`src/rtl/line_fill_unit_pkg.sv`:
```
// Shared types and constants for the line fill unit and its counter.
// Line geometry is fixed at four 32-bit words (16-byte lines).
package line_fill_unit_pkg;

  typedef enum logic [1:0] {
    IDLE  = 2'd0,
    FETCH = 2'd1,
    HOLD  = 2'd2
  } lfu_state_e;

  localparam int         WORDS_PER_LINE = 4;
  localparam int         WORD_BITS      = 32;
  localparam int         LINE_BITS      = 128;
  // Replaces the byte offset within a line when forming the line base.
  localparam logic [3:0] OFFSET_MASK    = 4'b0000;

endpackage

```
`src/rtl/line_fill_unit_if.sv`:
```
// Miss request, memory read and line hand-off signals of the line fill unit.
// The slave modport is the fill unit; the master modport is its environment.
interface line_fill_unit_if
  import line_fill_unit_pkg::*;
#(
  parameter int ADDR_W = 32
);

  logic                 Start;
  logic [ADDR_W-1:0]    MissAddr;
  logic                 MemRd;
  logic [ADDR_W-1:0]    MemAddr;
  logic [WORD_BITS-1:0] MemData;
  logic                 MemValid;
  logic [ADDR_W-1:0]    LineAddr;
  logic [LINE_BITS-1:0] LineData;
  logic                 LineValid;
  logic                 LineReady;
  logic                 Busy;

  modport master (
    output Start, MissAddr, MemData, MemValid, LineReady,
    input  MemRd, MemAddr, LineAddr, LineData, LineValid, Busy
  );

  modport slave (
    input  Start, MissAddr, MemData, MemValid, LineReady,
    output MemRd, MemAddr, LineAddr, LineData, LineValid, Busy
  );

endinterface

```
`src/rtl/line_fill_unit_fill_word_counter.sv`:
```
// Word index within the line being filled: synchronous clear, wrapping increment.
// Zero latency on the terminal flag; the count advances only on inc.
module fill_word_counter #(
  parameter int WORDS = 4,
  parameter int CNT_W = $clog2(WORDS)
) (
  input  logic             CLK,
  input  logic             CLR_N,
  input  logic             clr,
  input  logic             inc,
  output logic [CNT_W-1:0] cnt,
  output logic             last
);

  assign last = (cnt == CNT_W'(WORDS - 1));

  always_ff @(posedge CLK or negedge CLR_N) begin
    if (!CLR_N) begin
      cnt <= '0;
    end else if (clr) begin
      cnt <= '0;
    end else if (inc) begin
      cnt <= last ? '0 : cnt + 1'b1;
    end
  end

endmodule

```
`src/rtl/line_fill_unit.sv`:
```
// Fetches a 4-word line on a miss and holds it for the cache; Start to LineValid >= 5 cycles.
// Memory stalls via MemValid=0; the line is held until LineReady, Start is ignored while busy.
module line_fill_unit #(
  parameter int WORDS_PER_LINE = 4,
  parameter int ADDR_W         = 32
) (
  input logic             CLK,
  input logic             CLR_N,
  line_fill_unit_if.slave lfu
);

  import line_fill_unit_pkg::*;

  localparam int CNT_W = $clog2(WORDS_PER_LINE);

  lfu_state_e                               state;
  logic [ADDR_W-1:0]                        base;
  logic [WORDS_PER_LINE-1:0][WORD_BITS-1:0] line;
  logic                                     mem_rd;
  logic                                     line_vld;
  logic                                     busy;

  logic [CNT_W-1:0] cnt;
  logic             cnt_last;
  logic             cnt_clr;
  logic             cnt_inc;

  assign cnt_clr = (state == IDLE) && lfu.Start;
  assign cnt_inc = (state == FETCH) && lfu.MemValid;

  fill_word_counter #(
    .WORDS (WORDS_PER_LINE)
  ) u_cnt (
    .CLK   (CLK),
    .CLR_N (CLR_N),
    .clr   (cnt_clr),
    .inc   (cnt_inc),
    .cnt   (cnt),
    .last  (cnt_last)
  );

  always_ff @(posedge CLK or negedge CLR_N) begin
    if (!CLR_N) begin
      state    <= IDLE;
      base     <= '0;
      line     <= '0;
      mem_rd   <= 1'b0;
      line_vld <= 1'b0;
      busy     <= 1'b0;
    end else begin
      case (state)
        IDLE: begin
          if (lfu.Start) begin
            base   <= lfu.MissAddr & {{(ADDR_W-4){1'b1}}, OFFSET_MASK};
            mem_rd <= 1'b1;
            busy   <= 1'b1;
            state  <= FETCH;
          end
        end
        FETCH: begin
          if (lfu.MemValid) begin
            line[cnt] <= lfu.MemData;
            if (cnt_last) begin
              mem_rd   <= 1'b0;
              line_vld <= 1'b1;
              state    <= HOLD;
            end
          end
        end
        HOLD: begin
          // Start is deliberately not looked at here, even on the transfer edge.
          if (lfu.LineReady) begin
            line_vld <= 1'b0;
            busy     <= 1'b0;
            state    <= IDLE;
          end
        end
        default: state <= IDLE;
      endcase
    end
  end

  assign lfu.MemRd     = mem_rd;
  assign lfu.MemAddr   = base + {{(ADDR_W-CNT_W-2){1'b0}}, cnt, 2'b00};
  assign lfu.LineAddr  = base;
  assign lfu.LineData  = line;
  assign lfu.LineValid = line_vld;
  assign lfu.Busy      = busy;

endmodule

```
`src/flat_wrapper.sv`:
```
// flat-port wrapper written by rule: the top's interface ports become plain ports
module line_fill_unit_flat import line_fill_unit_pkg::*;
#(
  parameter int WORDS_PER_LINE = 4,
  parameter int ADDR_W         = 32
)
  (CLK, CLR_N, lfu_Start, lfu_MissAddr, lfu_MemData, lfu_MemValid, lfu_LineReady, lfu_MemRd, lfu_MemAddr, lfu_LineAddr, lfu_LineData, lfu_LineValid, lfu_Busy);
  line_fill_unit_if #(.ADDR_W(ADDR_W)) lfu_i ();
  input logic CLK;
  input logic CLR_N;
  input wire logic [$bits(lfu_i.Start)-1:0] lfu_Start;
  input wire logic [$bits(lfu_i.MissAddr)-1:0] lfu_MissAddr;
  input wire logic [$bits(lfu_i.MemData)-1:0] lfu_MemData;
  input wire logic [$bits(lfu_i.MemValid)-1:0] lfu_MemValid;
  input wire logic [$bits(lfu_i.LineReady)-1:0] lfu_LineReady;
  output wire logic [$bits(lfu_i.MemRd)-1:0] lfu_MemRd;
  output wire logic [$bits(lfu_i.MemAddr)-1:0] lfu_MemAddr;
  output wire logic [$bits(lfu_i.LineAddr)-1:0] lfu_LineAddr;
  output wire logic [$bits(lfu_i.LineData)-1:0] lfu_LineData;
  output wire logic [$bits(lfu_i.LineValid)-1:0] lfu_LineValid;
  output wire logic [$bits(lfu_i.Busy)-1:0] lfu_Busy;
  assign lfu_i.Start = lfu_Start;
  assign lfu_i.MissAddr = lfu_MissAddr;
  assign lfu_i.MemData = lfu_MemData;
  assign lfu_i.MemValid = lfu_MemValid;
  assign lfu_i.LineReady = lfu_LineReady;
  assign lfu_MemRd = lfu_i.MemRd;
  assign lfu_MemAddr = lfu_i.MemAddr;
  assign lfu_LineAddr = lfu_i.LineAddr;
  assign lfu_LineData = lfu_i.LineData;
  assign lfu_LineValid = lfu_i.LineValid;
  assign lfu_Busy = lfu_i.Busy;
  line_fill_unit #(.WORDS_PER_LINE(WORDS_PER_LINE), .ADDR_W(ADDR_W)) u_core (.CLK(CLK), .CLR_N(CLR_N), .lfu(lfu_i));
endmodule
```
`config.mk`:
```
export PLATFORM = sky130hd
export DESIGN_NAME = line_fill_unit_flat
export DESIGN_NICKNAME = d
export VERILOG_FILES = /design/src/rtl/line_fill_unit_pkg.sv /design/src/rtl/line_fill_unit_if.sv /design/src/rtl/line_fill_unit_fill_word_counter.sv /design/src/rtl/line_fill_unit.sv /design/src/flat_wrapper.sv
export SDC_FILE = /design/constraint.sdc
export NUM_CORES = 1
export LEC_CHECK = 0
export BUFFER_PORTS_ARGS = -buffer_cell sky130_fd_sc_hd__buf_2
export CORE_ASPECT_RATIO = 1.25
export CORE_UTILIZATION = 44
export CTS_CLUSTER_SIZE = 12
export DETAILED_ROUTE_END_ITERATION = 10
export PLACE_DENSITY = 0.76
export RECOVER_POWER = 50
export SETUP_SLACK_MARGIN = 0.05
export SLEW_MARGIN = 20
export SYNTH_ARGS = -nofsm -noshare
export SYNTH_HDL_FRONTEND = slang
export SYNTH_SLANG_ARGS = --single-unit
```
`constraint.sdc`:
```
create_clock -name CLK -period 1.71 [get_ports CLK]
set_input_delay 0.4275 -clock CLK [delete_from_list [all_inputs] [get_ports CLK]]
set_output_delay 0.4275 -clock CLK [all_outputs]
set_load 0.02 [all_outputs]
```
==> flow_summary_export.csv <==
group,metric,value,unit
clocking,clk_latency,0.42,ns
detailed_routing,ant_nets,0,
detailed_routing,first_pass_iters,4,
worst_setup_path,cp_slowest_cell,"dfrtp_2",
pwr,fin_total_pwr,20.0,mW
clocking,cts-root-buf,"clkbuf_16",
worst_setup_path,critical_path_required,2.01,ns
synthesis,avgSynthCellArea,16.6,µm²
synthesis,synth_top_area_share,60.8,%
layout,design_area,0.00868,mm²
pwr,leakage,4.21,nW
grt,grt_pass1_wl,23300,µm
job,drv_cap,0,
grt,grt_overflow,0,
pwr,p_sw,7.96,mW
layout,num_antenna_cells,0,
pwr,power_density,2300,mW/mm²
synthesis,synthDistinctLibCells,23,
floorplanning,std_cell_rows,50,
floorplanning,io_pins,264,
synthesis,syn-cell-area,0.00671,mm²
floorplanning,start_util,44.9,%
placement,io_buffers,253,
worst_setup_path,cp_max_fo,7,
clocking,cts.path.max_buffers,2,
sta,fmax,612,MHz
sta,worstMarginPinSlew,0.575,ns
placement,place_inst,813,
layout,layout-drive-gt1-share,57.1,%
status,status,"finished, final reports clean",
floorplanning,fp.dieW,112,µm
sta,drv_slew,0,
clocking,cts_buffers,17,
synthesis,ys_seq_area_share,60.8,%
synthesis,synth-edff-count,0,
worst_setup_path,worstSetupEndpointType,"flip-flop",
detailed_routing,via_count,4178,
detailed_routing,post_drt_wl_per_cell,18.0,µm
layout,area_growth_syn_to_layout,29.3,%
floorplanning,core,0.0150,mm²
worst_setup_path,cp_cell_sequence,"ha_2 > and3b_2 > nand2_8 > clkbuf_16 > mux2_2",
pwr,netSwitchingFraction,39.9,%
grt,grt_pass1_vias,4533,
layout,fin_nets,729,
detailed_routing,routed_wl,15300,µm
pwr,clkPwrFrac,19.0,%
sta,final.period_utilization,95.5,%
pwr,combPwrFrac,46.2,%
placement,gp_congestion,0.784,
placement,postPlaceCellArea,0.00811,mm²
sta,timing.slew.headroom,61.6,%
grt,grt_max_degree,53,
synthesis,ys.flop_type,"dfrtp_1",
clocking,cts.sinks,163,
synthesis,netlist_instances,405,
layout,layout_common_cells,"161 x buf_2, 161 x dfrtp_1, 106 x mux2_2, 93 x clkbuf_1, 50 x mux2_4",
sta,hold_violations,0,
floorplanning,chipHeight,140,µm
synthesis,synthTopCellsByArea,"dfrtp_1 61%, mux2_2 18%, mux2_4 11%, buf_4 3.8%, buf_6 2.2%",
clocking,cts-htree-levels,4,
detailed_routing,vias_per_cell,4.91,
synthesis,synth_largest_area_cell,"dfrtp_1",
hold_path,holdCritPathClass,"in -> reg",
clocking,cts_tree,"built",
worst_setup_path,crit_type,"reg -> reg",
placement,dp_hpwl,10800,µm
layout,instances_no_fill,851,
synthesis,yosys_warnings,0,
synthesis,ys_seq_elements,163,
sta,finClkSkew,0.00431,ns
detailed_routing,drcViolationCount,0,
sta,setup_viol,0,
pwr,internal_power,12.0,mW
floorplanning,die_area,0.0157,mm²
worst_setup_path,crit_path_start_kind,"flip-flop",
grt,antenna_found_initial,0,
pwr,vdd_ir_drop_max,0.992,mV
grt,grt_usage,19.4,%
sta,rsz0062_at_grt,"true",
clocking,clk_pin_slew_worst_paths,0.06,ns
pwr,pwr-share-seq,34.9,%
worst_setup_path,arrival,1.93,ns
synthesis,synthArstFlopShare,100,%
detailed_routing,drtIter0Drc,137,
worst_setup_path,cpPeakStageDelay,0.44,ns
sta,hold_slack,0.220,ns
sta,fin_crit,1.63,ns
sta,setup-tns-final,0,ns
==> layout make-up <==
class | instances | area, µm²
Fill cell | 1241 | 6270
Sequential cell | 163 | 4080
Multi-Input combinational cell | 191 | 2220
Timing Repair Buffer | 277 | 1530
Clock buffer | 22 | 474
Tap cell | 182 | 228
Clock inverter | 10 | 123
Inverter | 6 | 22.5
==> cell usage after synthesis (3+ instances only) <==
library cell,n
a21oi_1,4
a22o_1,4
buf_2,3
buf_4,34
buf_6,13
dfrtp_1,163
ha_1,4
inv_1,5
mux2_2,106
mux2_4,50
nand3_4,3
nor2_1,3
o21ai_0,3
==> flip-flops by register name (all words and copies together), names as in the netlist <==
name	cells
u_core.lfu.Busy	1
u_core.lfu.LineAddr	28
u_core.lfu.LineData	128
u_core.lfu.LineValid	1
u_core.lfu.MemRd	1
u_core.state	2
u_core.u_cnt.cnt	2
==> layer usage <==
layer / vias up / part of all wire (%) / track usage [%]
li1: 1879 / - / -
met1: 2116 / 38 / 20.7
met2: 155 / 54 / 34.9
met3: 28 / 5.0 / 5.76
met4: 0 / 2.7 / 9.75
met5: - / 0 / 0
==> timing repair <==
item / CTS / global route
hold endpoints to repair: 15 / 0
cloned: 0 / 3
pin swaps: 0 / 2
resized for setup: 0 / 3
setup endpoints to repair: 7 / 32
buffers inserted: 0 / 2
hold buffers: 1 / 0
==> kinds of logic after synthesis <==
family	count (synthesis)	share of synthesized area (%)
adder cells (fa/ha/maj)	4	0.746
other	1	0.0559
flip-flops	163	60.8
AO/OA/AOI/OAI	13	1.25
buffers and inverters	56	6.55
AND/OR/NAND/NOR	12	1.62
multiplexers	156	29.0
==> power groups by stage <==
stage	Clock (mW)	Combinational (mW)	Sequential [mW]
2_1_floorplan	0	4.21	9.29
3_3_place_gp	0	9.31	6.83
5_1_grt	4.03	9.70	7.21
3_5_place_dp	0	9.50	6.96
4_1_cts	3.88	9.54	6.92
6_report	3.79	9.22	6.96
==> worst max-delay path: cells and delay by family, from the launching register on <==
kind / cells / cell delay, ns
flip-flops: 1 / 0.44
buffers and inverters: 1 / 0.17
multiplexers: 1 / 0.33
adder cells (fa/ha/maj): 1 / 0.20
AND/OR/NAND/NOR: 2 / 0.38
==> worst paths after layout <==
path / startpoint / end / slack, ns / depth (start not counted)
setup reg to reg: u_core.u_cnt.cnt[1]$_DFFE_PN0P_ / u_core.lfu.LineData[123]$_DFFE_PN0P_ / 0.08 / 5
hold / removal: lfu_LineReady / u_core.state[1]$_DFFE_PN0P_ / 0.22 / 2
setup / recovery: u_core.u_cnt.cnt[1]$_DFFE_PN0P_ / u_core.lfu.LineData[123]$_DFFE_PN0P_ / 0.08 / 5
max in group asynchronous: CLR_N / u_core.lfu.LineData[57]$_DFFE_PN0P_ / 0.30 / 3
min in group asynchronous: CLR_N / u_core.lfu.LineData[99]$_DFFE_PN0P_ / 0.54 / 2
hold reg to reg: u_core.lfu.LineData[97]$_DFFE_PN0P_ / u_core.lfu.LineData[97]$_DFFE_PN0P_ / 0.50 / 1
==> stage by stage <==
stage / util [%] / setup slack [ns]
global placement: 54.3 / 0.0369
global route: 58.0 / 0.0287
detailed placement: 54.3 / 0.0114
CTS: 58.3 / 0.0389
finish: 58.0 / 0.0761
floorplan: - / 0.0434
Power figures use the tool's default switching activity.
